$ cat src/rtl/cpu_fetch_queue_pkg.sv
// Shared types and constants for the instruction fetch queue.
package cpu_fetch_pkg;

    localparam int unsigned XLEN       = 32;
    localparam int unsigned INSN_BYTES = 4;

    typedef struct packed {
        logic [XLEN-1:0] pc;
        logic [XLEN-1:0] instruction;
    } fetch_entry_t;

    // Fetch addresses are always word aligned; low bits of a target are dropped.
    function automatic logic [XLEN-1:0] align_pc(input logic [XLEN-1:0] pc);
        return {pc[XLEN-1:2], 2'b00};
    endfunction

endpackage

$ cat src/rtl/cpu_fetch_queue_if.sv
// Fetch-to-decode valid/ready handshake carrying the queue head entry.
interface cpu_fetch_queue_if;
    import cpu_fetch_pkg::*;

    logic            valid;
    logic            ready;
    logic [XLEN-1:0] pc;
    logic [XLEN-1:0] instruction;
    logic            empty;

    modport master (
        output valid,
        output pc,
        output instruction,
        output empty,
        input  ready
    );

    modport slave (
        input  valid,
        input  pc,
        input  instruction,
        input  empty,
        output ready
    );

endinterface

$ cat src/rtl/cpu_fetch_queue_fifo.sv
// Synchronous FIFO of fetch entries with flush and a zero-latency head read.
module cpu_fetch_fifo
    import cpu_fetch_pkg::*;
#(
    parameter int unsigned DEPTH_LOG2 = 2
) (
    input  logic         i_clock,
    input  logic         i_reset,
    input  logic         i_flush,
    input  logic         i_push,
    input  logic         i_pop,
    input  fetch_entry_t i_wdata,
    output fetch_entry_t o_head,
    output logic         o_full,
    output logic         o_empty
);

    localparam int unsigned DEPTH = 1 << DEPTH_LOG2;
    localparam int unsigned PW    = DEPTH_LOG2;
    localparam int unsigned CW    = DEPTH_LOG2 + 1;

    fetch_entry_t   r_mem [DEPTH];
    logic [PW-1:0]  r_rd_ptr;
    logic [PW-1:0]  r_wr_ptr;
    logic [CW-1:0]  r_count;

    logic w_do_push;
    logic w_do_pop;

    assign o_full    = (r_count == CW'(DEPTH));
    assign o_empty   = (r_count == CW'(0));
    assign w_do_push = i_push && !o_full && !i_flush;
    assign w_do_pop  = i_pop && !o_empty && !i_flush;

    // Pointers wrap naturally at their DEPTH_LOG2-bit width.
    always_ff @(posedge i_clock or posedge i_reset) begin
        if (i_reset) begin
            r_rd_ptr <= '0;
            r_wr_ptr <= '0;
            r_count  <= '0;
        end else if (i_flush) begin
            r_rd_ptr <= '0;
            r_wr_ptr <= '0;
            r_count  <= '0;
        end else begin
            if (w_do_push) begin
                r_wr_ptr <= r_wr_ptr + PW'(1);
            end
            if (w_do_pop) begin
                r_rd_ptr <= r_rd_ptr + PW'(1);
            end
            case ({w_do_push, w_do_pop})
                2'b10:   r_count <= r_count + CW'(1);
                2'b01:   r_count <= r_count - CW'(1);
                default: r_count <= r_count;
            endcase
        end
    end

    always_ff @(posedge i_clock) begin
        if (w_do_push) begin
            r_mem[r_wr_ptr] <= i_wdata;
        end
    end

    // Head reads as zero while empty so stale storage never leaks to decode.
    assign o_head = o_empty ? '0 : r_mem[r_rd_ptr];

endmodule

$ cat src/rtl/cpu_fetch_queue.sv
// Fetch stage: owns the fetch PC, queues cache hits for decode, handles redirects.
// Optional performance counters are enabled with CPU_FETCH_PERF_COUNTERS_EN.
module cpu_fetch_queue
    import cpu_fetch_pkg::*;
#(
    parameter logic [31:0] RESET_VECTOR = 32'h0000_0000,
    parameter int unsigned DEPTH_LOG2   = 2
) (
    input  logic                i_clock,
    input  logic                i_reset,
    output logic [XLEN-1:0]     o_icache_pc,
    input  logic                i_icache_ready,
    input  logic [XLEN-1:0]     i_icache_rdata,
    input  logic                i_redirect,
    input  logic [XLEN-1:0]     i_redirect_pc,
    cpu_fetch_queue_if.master   dec
`ifdef CPU_FETCH_PERF_COUNTERS_EN
    ,
    output logic [31:0]         o_perf_fetched,
    output logic [31:0]         o_perf_miss_stall,
    output logic [31:0]         o_perf_full_stall
`endif
);

    logic [XLEN-1:0] r_pc;
    logic            w_full;
    logic            w_empty;
    logic            w_push;
    logic            w_pop;
    fetch_entry_t    w_wdata;
    fetch_entry_t    w_head;

    // Redirect squashes both the incoming cache word and the head handoff.
    assign w_push  = i_icache_ready && !w_full && !i_redirect;
    assign w_pop   = !w_empty && dec.ready && !i_redirect;
    assign w_wdata = '{pc: r_pc, instruction: i_icache_rdata};

    always_ff @(posedge i_clock or posedge i_reset) begin
        if (i_reset) begin
            r_pc <= RESET_VECTOR;
        end else if (i_redirect) begin
            r_pc <= align_pc(i_redirect_pc);
        end else if (w_push) begin
            r_pc <= r_pc + XLEN'(INSN_BYTES);
        end
    end

    cpu_fetch_fifo #(
        .DEPTH_LOG2 (DEPTH_LOG2)
    ) u_fifo (
        .i_clock (i_clock),
        .i_reset (i_reset),
        .i_flush (i_redirect),
        .i_push  (w_push),
        .i_pop   (w_pop),
        .i_wdata (w_wdata),
        .o_head  (w_head),
        .o_full  (w_full),
        .o_empty (w_empty)
    );

    assign o_icache_pc     = r_pc;
    assign dec.valid       = !w_empty;
    assign dec.empty       = w_empty;
    assign dec.pc          = w_head.pc;
    assign dec.instruction = w_head.instruction;

`ifdef CPU_FETCH_PERF_COUNTERS_EN
    logic [31:0] r_perf_fetched;
    logic [31:0] r_perf_miss_stall;
    logic [31:0] r_perf_full_stall;

    always_ff @(posedge i_clock or posedge i_reset) begin
        if (i_reset) begin
            r_perf_fetched    <= '0;
            r_perf_miss_stall <= '0;
            r_perf_full_stall <= '0;
        end else begin
            if (w_push) begin
                r_perf_fetched <= r_perf_fetched + 32'(1);
            end
            if (!i_icache_ready && !w_full && !i_redirect) begin
                r_perf_miss_stall <= r_perf_miss_stall + 32'(1);
            end
            if (i_icache_ready && w_full) begin
                r_perf_full_stall <= r_perf_full_stall + 32'(1);
            end
        end
    end

    assign o_perf_fetched    = r_perf_fetched;
    assign o_perf_miss_stall = r_perf_miss_stall;
    assign o_perf_full_stall = r_perf_full_stall;
`endif

endmodule

$ cat src/flat_wrapper.sv
// flat-port wrapper written by rule: the top's interface ports become plain ports
module cpu_fetch_queue_flat import cpu_fetch_pkg::*;
#(
    parameter logic [31:0] RESET_VECTOR = 32'h0000_0000,
    parameter int unsigned DEPTH_LOG2   = 2
)
  (i_clock, i_reset, o_icache_pc, i_icache_ready, i_icache_rdata, i_redirect, i_redirect_pc, dec_valid, dec_pc, dec_instruction, dec_empty, dec_ready);
  cpu_fetch_queue_if dec_i ();
  input  logic i_clock;
  input  logic i_reset;
  output logic [XLEN-1:0] o_icache_pc;
  input  logic i_icache_ready;
  input  logic [XLEN-1:0] i_icache_rdata;
  input  logic i_redirect;
  input  logic [XLEN-1:0] i_redirect_pc;
  output wire logic [$bits(dec_i.valid)-1:0] dec_valid;
  output wire logic [$bits(dec_i.pc)-1:0] dec_pc;
  output wire logic [$bits(dec_i.instruction)-1:0] dec_instruction;
  output wire logic [$bits(dec_i.empty)-1:0] dec_empty;
  input wire logic [$bits(dec_i.ready)-1:0] dec_ready;
  assign dec_valid = dec_i.valid;
  assign dec_pc = dec_i.pc;
  assign dec_instruction = dec_i.instruction;
  assign dec_empty = dec_i.empty;
  assign dec_i.ready = dec_ready;
  cpu_fetch_queue #(.RESET_VECTOR(RESET_VECTOR), .DEPTH_LOG2(DEPTH_LOG2)) u_core (.i_clock(i_clock), .i_reset(i_reset), .o_icache_pc(o_icache_pc), .i_icache_ready(i_icache_ready), .i_icache_rdata(i_icache_rdata), .i_redirect(i_redirect), .i_redirect_pc(i_redirect_pc), .dec(dec_i));
endmodule
$ cat config.mk
export PLATFORM = sky130hd
export DESIGN_NAME = cpu_fetch_queue_flat
export DESIGN_NICKNAME = d
export VERILOG_FILES = /design/src/rtl/cpu_fetch_queue_pkg.sv /design/src/rtl/cpu_fetch_queue_if.sv /design/src/rtl/cpu_fetch_queue_fifo.sv /design/src/rtl/cpu_fetch_queue.sv /design/src/flat_wrapper.sv
export SDC_FILE = /design/constraint.sdc
export NUM_CORES = 1
export LEC_CHECK = 0
export BUFFER_PORTS_ARGS = -buffer_cell sky130_fd_sc_hd__buf_2
export CORE_UTILIZATION = 50
export CTS_CLUSTER_SIZE = 20
export DETAILED_ROUTE_END_ITERATION = 8
export GPL_TIMING_DRIVEN = 0
export PLACE_DENSITY = 0.71
export SYNTH_ARGS = -nofsm -noshare
export SYNTH_HDL_FRONTEND = slang
export SYNTH_SLANG_ARGS = --single-unit
$ cat constraint.sdc
create_clock -name i_clock -period 3.4 [get_ports i_clock]
set_input_delay 0 -clock i_clock [delete_from_list [all_inputs] [get_ports i_clock]]
set_output_delay 0 -clock i_clock [all_outputs]
set_load 0.05 [all_outputs]
# Yosys cells after proc, flatten, opt, wreduce, memory -nomap -nowiden
# Memories as Yosys holds them, arrays and structs flattened.
# Index checks and enable logic that the tools add are counted.
# totals
reg_bits	39
ramBits	256
inputBits	69
out_inout_bits	98
n_memories	1
# mem_list
name	words	width	read_ports	rd_ports_with_merged_regs	write_ports	line	source
u_core.u_fifo.r_mem	4	64	1	0	1	cpu_fetch_queue_fifo.sv:22	fetch_entry_t r_mem [DEPTH];
# classes
addsub	5
eq_ne	3
muxes	11
reduce_logical	16
# op_table
operator	n
32-bit 2-to-1 mux	2
64-bit 2-to-1 mux	1
32-bit by 3-bit adder with 32-bit output (second input constant)	1
1-bit logical AND	8
2-bit 2-to-1 mux	4
3-bit case mux with 2 select lines	1
2-bit nonzero test	3
2-bit by 1-bit adder with 2-bit output (second input constant)	2
3-bit by 1-bit adder with 3-bit output (second input constant)	1
3-bit equality test (second input constant)	1
1-bit logical NOT	3
3-bit logical NOT	1
3-bit 2-to-1 mux	1
3-bit nonzero test	1
3-bit by 1-bit subtractor with 3-bit output (second input constant)	1
2-bit by 1-bit equality test with 1-bit output (second input constant)	1
2-bit equality test (second input constant)	1
1-bit 2-to-1 mux	2

# Longest topological paths before layout
# logic_depth
depth_word	9
ltp_mapped	9
depth_no_buf	8

# Modules after synthesis
# Synthesis repeated with hierarchy kept, for this count alone.
# hier_totals
cells_unflattened	676
hier_area_um2	12009.0
# by_module_without_submodules
module	n_inst	cells_each	area_per_inst_um2	seq_area_each_um2
cpu_fetch_fifo	1	470	10228.6	7862.5
cpu_fetch_queue	1	206	1780.5	750.7

# Least setup slack after synthesis
# OpenSTA, ideal clock, no wires.
# synth_timing
path_kind	flip-flop to flip-flop
from	register u_core.u_fifo.r_count[0]
to	memory u_core.u_fifo.r_mem[0][0] (netlist name) (enable)
arrival_ns	2.529
required_ns	2.973
path_slack_ns	0.444
path_stages_with_launch	6
n_path_buf	1
period_less_slack_ns	2.956
cell_sequence	dfrtp_1 > or3b_1 > buf_2 > nand2_1 > nor2_1 > and2_1
# synth_via
elab_chain_cells	8
# synth_lines
item	line	source
from (decl)	cpu_fetch_queue_fifo.sv:25	logic [CW-1:0] r_count;
from (signal assigned)	cpu_fetch_queue_fifo.sv:53	2'b10: r_count <= r_count + CW'(1);
from (signal assigned)	cpu_fetch_queue_fifo.sv:54	2'b01: r_count <= r_count - CW'(1);
from (signal assigned)	cpu_fetch_queue_fifo.sv:55	default: r_count <= r_count;
3-bit equality test (*)	cpu_fetch_queue_fifo.sv:30	assign o_full = (r_count == CW'(DEPTH));
1-bit logical NOT (*)	cpu_fetch_queue_fifo.sv:32, cpu_fetch_queue.sv:34	
1-bit logical AND (2 in series)	cpu_fetch_queue.sv:34	assign w_push = i_icache_ready && !w_full && !i_redirect;
1-bit logical AND (*) (2 in series)	cpu_fetch_queue_fifo.sv:32	assign w_do_push = i_push && !o_full && !i_flush;
1-bit 2-to-1 mux (*)	cpu_fetch_queue_fifo.sv:61	if (w_do_push) begin
1-bit 2-to-1 mux (implied by the code) (*)	cpu_fetch_queue_fifo.sv:62	r_mem[r_wr_ptr] <= i_wdata;
to (decl)	cpu_fetch_queue_fifo.sv:22	
# Every way passes the cells marked *; elsewhere a longest branch is shown, timed or not.

# Final worst setup path
# layout_timing
from	register u_core.u_fifo.r_rd_ptr[1]
to	output dec_pc[16]
# layout_via
elab_chain_cells	2
# layout_lines
item	line	source
from (decl)	cpu_fetch_queue_fifo.sv:23	logic [PW-1:0] r_rd_ptr;
from (signal assigned)	cpu_fetch_queue_fifo.sv:50	r_rd_ptr <= r_rd_ptr + PW'(1);
memory 4 x 64 bit	-	
64-bit 2-to-1 mux	cpu_fetch_queue_fifo.sv:67	assign o_head = o_empty ? '0 : r_mem[r_rd_ptr];
to (decl)	flat_wrapper.sv:17	output wire logic [$bits(dec_i.pc)-1:0] dec_pc;
# No other way between the ends.

==> results.toml <==
[status]
outcome = "completed"

[clock_tree]
clk_pin_slew_ns = 0.06
clock_sinks = 285
clk_latency_ns = 0.55
cts_tree = "done"
cts_buffer_depth = 3
cts-buffers-inserted = 29
htree_levels = 1
cts_root_buf = "clkbuf_16"
cts_setup_buffers = 0

[sta]
fmax_mhz = 362
fin_crit_sh_pct = 81.3
hold_viol = 0
skew_ns = 0.0298
worst_pin_slew_ns = 0.832
slew_headroom_pct = 44.5
hold_slack_ns = 0.109
rsz0062_at_grt = "no"
drv_slew = 0
setup_viol = 0
fin_crit_ns = 2.77

[finish]
num_antenna_cells = 0
fin_nets = 1016
areaGrowthSynthToFinish_pct = 25.1
drive_gt1_share_pct = 30.2
instances_no_fill = 1276
fillers = 1650
fin_util_pct = 64.2

[floorplanning]
initial_core_util_pct = 51.4
core_um2 = 22800
die-height_um = 155
die_x_um = 155
row_count = 55
num_io_pins = 167
die_area_um2 = 24100

[global_routing]
grt_pass1_vias = 7125
antenna_found_initial = 0
grt_pass1_wl_um = 39600
grt_start_max_net_pins = 52
grt_overflow = 0
grt_use_total_pct = 21.7

[setup_path]
arrival_ns = 2.77
end_kind = "output port"
rrSetupSlack_ns = 0.78
worstRegToRegCells = 7
crit_required_ns = 3.40
r2r_end = "u_core.o_icache_pc[31]"
worstPathMaxFanout = 10
start_kind = "flip-flop"
critPathKind = "reg -> out"
rr_startpoint = "u_core.o_icache_pc[10]"

[worst_hold_path]
hold_path_class = "in -> reg"
whs_path_depth = 4
min-delay-start = "i_redirect"
min_to = "u_core.o_icache_pc[25]"

[power_and_ir_drop]
cellLeakagePower_nw = 5.21
power_mw = 9.60
ir_drop_uv = 427
power_density_nw_per_um2 = 654

[yosys]
synth_edf_count = 248
synth_ff_type = "edfxtp_1"
synth_common_cells = "248 x edfxtp_1, 67 x and2_1, 62 x mux4_2"
yosysTopAreaCell = "edfxtp_1"
synth_most_common_cell = "edfxtp_1"
synth-seq-cells = 285
yosysSeqAreaShare_pct = 71.4
ys_warn_count = 0
synth_top_area_share_pct = 63.5
synth.avg_cell_area_um2 = 17.4
yosysUniqueCellTypes = 54
async_flop_share_pct = 13.0
syn_area_um2 = 11700
synth.area.top_cells = "edfxtp_1 63%, mux4_2 12%, dfrtp_1 7.9%, and2_1 3.6%, nand2_1 0.86%"
synthCells = 674

[drt]
antenna_left = 0
num_vias = 7123
drt_iter0_drc = 542
drt-total-wl_um = 25400
vias_per_cell = 5.58
first_pass_iters = 5
wire_per_inst_um = 19.9
drc = 0

[job]
cap_violations = 0

[placed_design]
dp_cells = 1153
dpl.hpwl_um = 15700
io_buffer_count = 159
gp_congestion = 0.870
cell usage in the layout, fill, tap and decap left out, drive strengths merged, types with 11 or more instances in the layout:
cell,count
a31oi,13
and2,67
buf,181
clkbuf,56
clkinv,14
dfrtp,37
dlygate4sd3,70
edfxtp,248
inv,11
mux4,62
nand2,27
nand3,18
nand4,12
nor2,27
o21ai,15
o31ai,12
cell type report:
cell class	count	area [um2]	area share (%)
Buffer	40	194	1.32
Clock buffer	34	754	5.14
Clock inverter	19	170	1.16
Inverter	11	41.3	0.281
Multi-Input combinational cell	341	3150	21.4
Sequential cell	285	8370	57.0
Tap cell	313	392	2.67
Timing Repair Buffer	233	1610	10.9
cell families after synthesis:
family | share of synthesized area, %
AO/OA/AOI/OAI | 3.55
XOR/XNOR | 0.821
adder cells (fa/ha/maj) | 0.704
buffers and inverters | 2.00
flip-flops | 71.4
multiplexers | 12.0
other | 0.0320
AND/OR/NAND/NOR | 9.54
per-stage QoR:
step	instance area, um2	worst slack (ns)	setup TNS (ns)
floorplan	11700	0.444	0
global placement	12900	-0.879	-211.18
detailed placement	13100	0.706	0
CTS	14700	0.560	0
global route	14700	0.479	0
finish	14700	0.634	0
registers in the layout, indices dropped and copies added, names as in the netlist:
signal / count
u_core.o_icache_pc: 30
u_core.u_fifo.r_wr_ptr: 2
u_core.u_fifo.r_rd_ptr: 2
u_core.u_fifo.r_mem: 248
u_core.u_fifo.r_count: 3
power by group:
part	internal [mW]	switching, mW
registers	4.00	0.148
logic	0.758	1.63
clock network	1.80	1.26
total	6.56	3.04
what timing repair did:
action / in CTS / in global routing
endpoints found under the hold margin: 200 / 0
hold buffers: 70 / 0
endpoints found under the setup margin: 0 / 0
gates resized for setup: 0 / 0
per-layer routing:
| layer | vias to the layer above | part of all wire, % | GRT usage [%] |
|---|---|---|---|
| li1 | 3217 | - | - |
| met1 | 3567 | 42 | 29.7 |
| met2 | 295 | 49 | 36.3 |
| met3 | 44 | 6.6 | 3.84 |
| met4 | 0 | 2.2 | 5.65 |
| met5 | - | 0 | 0 |
how the worst max path moves through the flow:
stage,from,endpoint,slack (ns),cells past startpoint
4_1_cts,u_core.u_fifo.r_rd_ptr[1],dec_pc[16],0.56,5
2_1_floorplan,u_core.u_fifo.r_count[0],u_core.u_fifo.r_mem[0][0],0.44,5
6_report,u_core.u_fifo.r_rd_ptr[1],dec_pc[16],0.63,5
3_5_place_dp,i_redirect,u_core.u_fifo.r_count[2],0.71,10
5_1_grt,u_core.u_fifo.r_rd_ptr[1],dec_pc[2],0.48,5
3_3_place_gp,u_core.u_fifo.r_count[0],u_core.u_fifo.r_mem[1][47],-0.88,5
critical path: stages, from the launching register on:
cell,delay (ns)
dfrtp_1,0.33
clkbuf_1,0.44
clkbuf_1,0.60
mux4_2,0.42
and2_1,0.21
buf_2,0.22
Power figures use the tool's default switching activity.
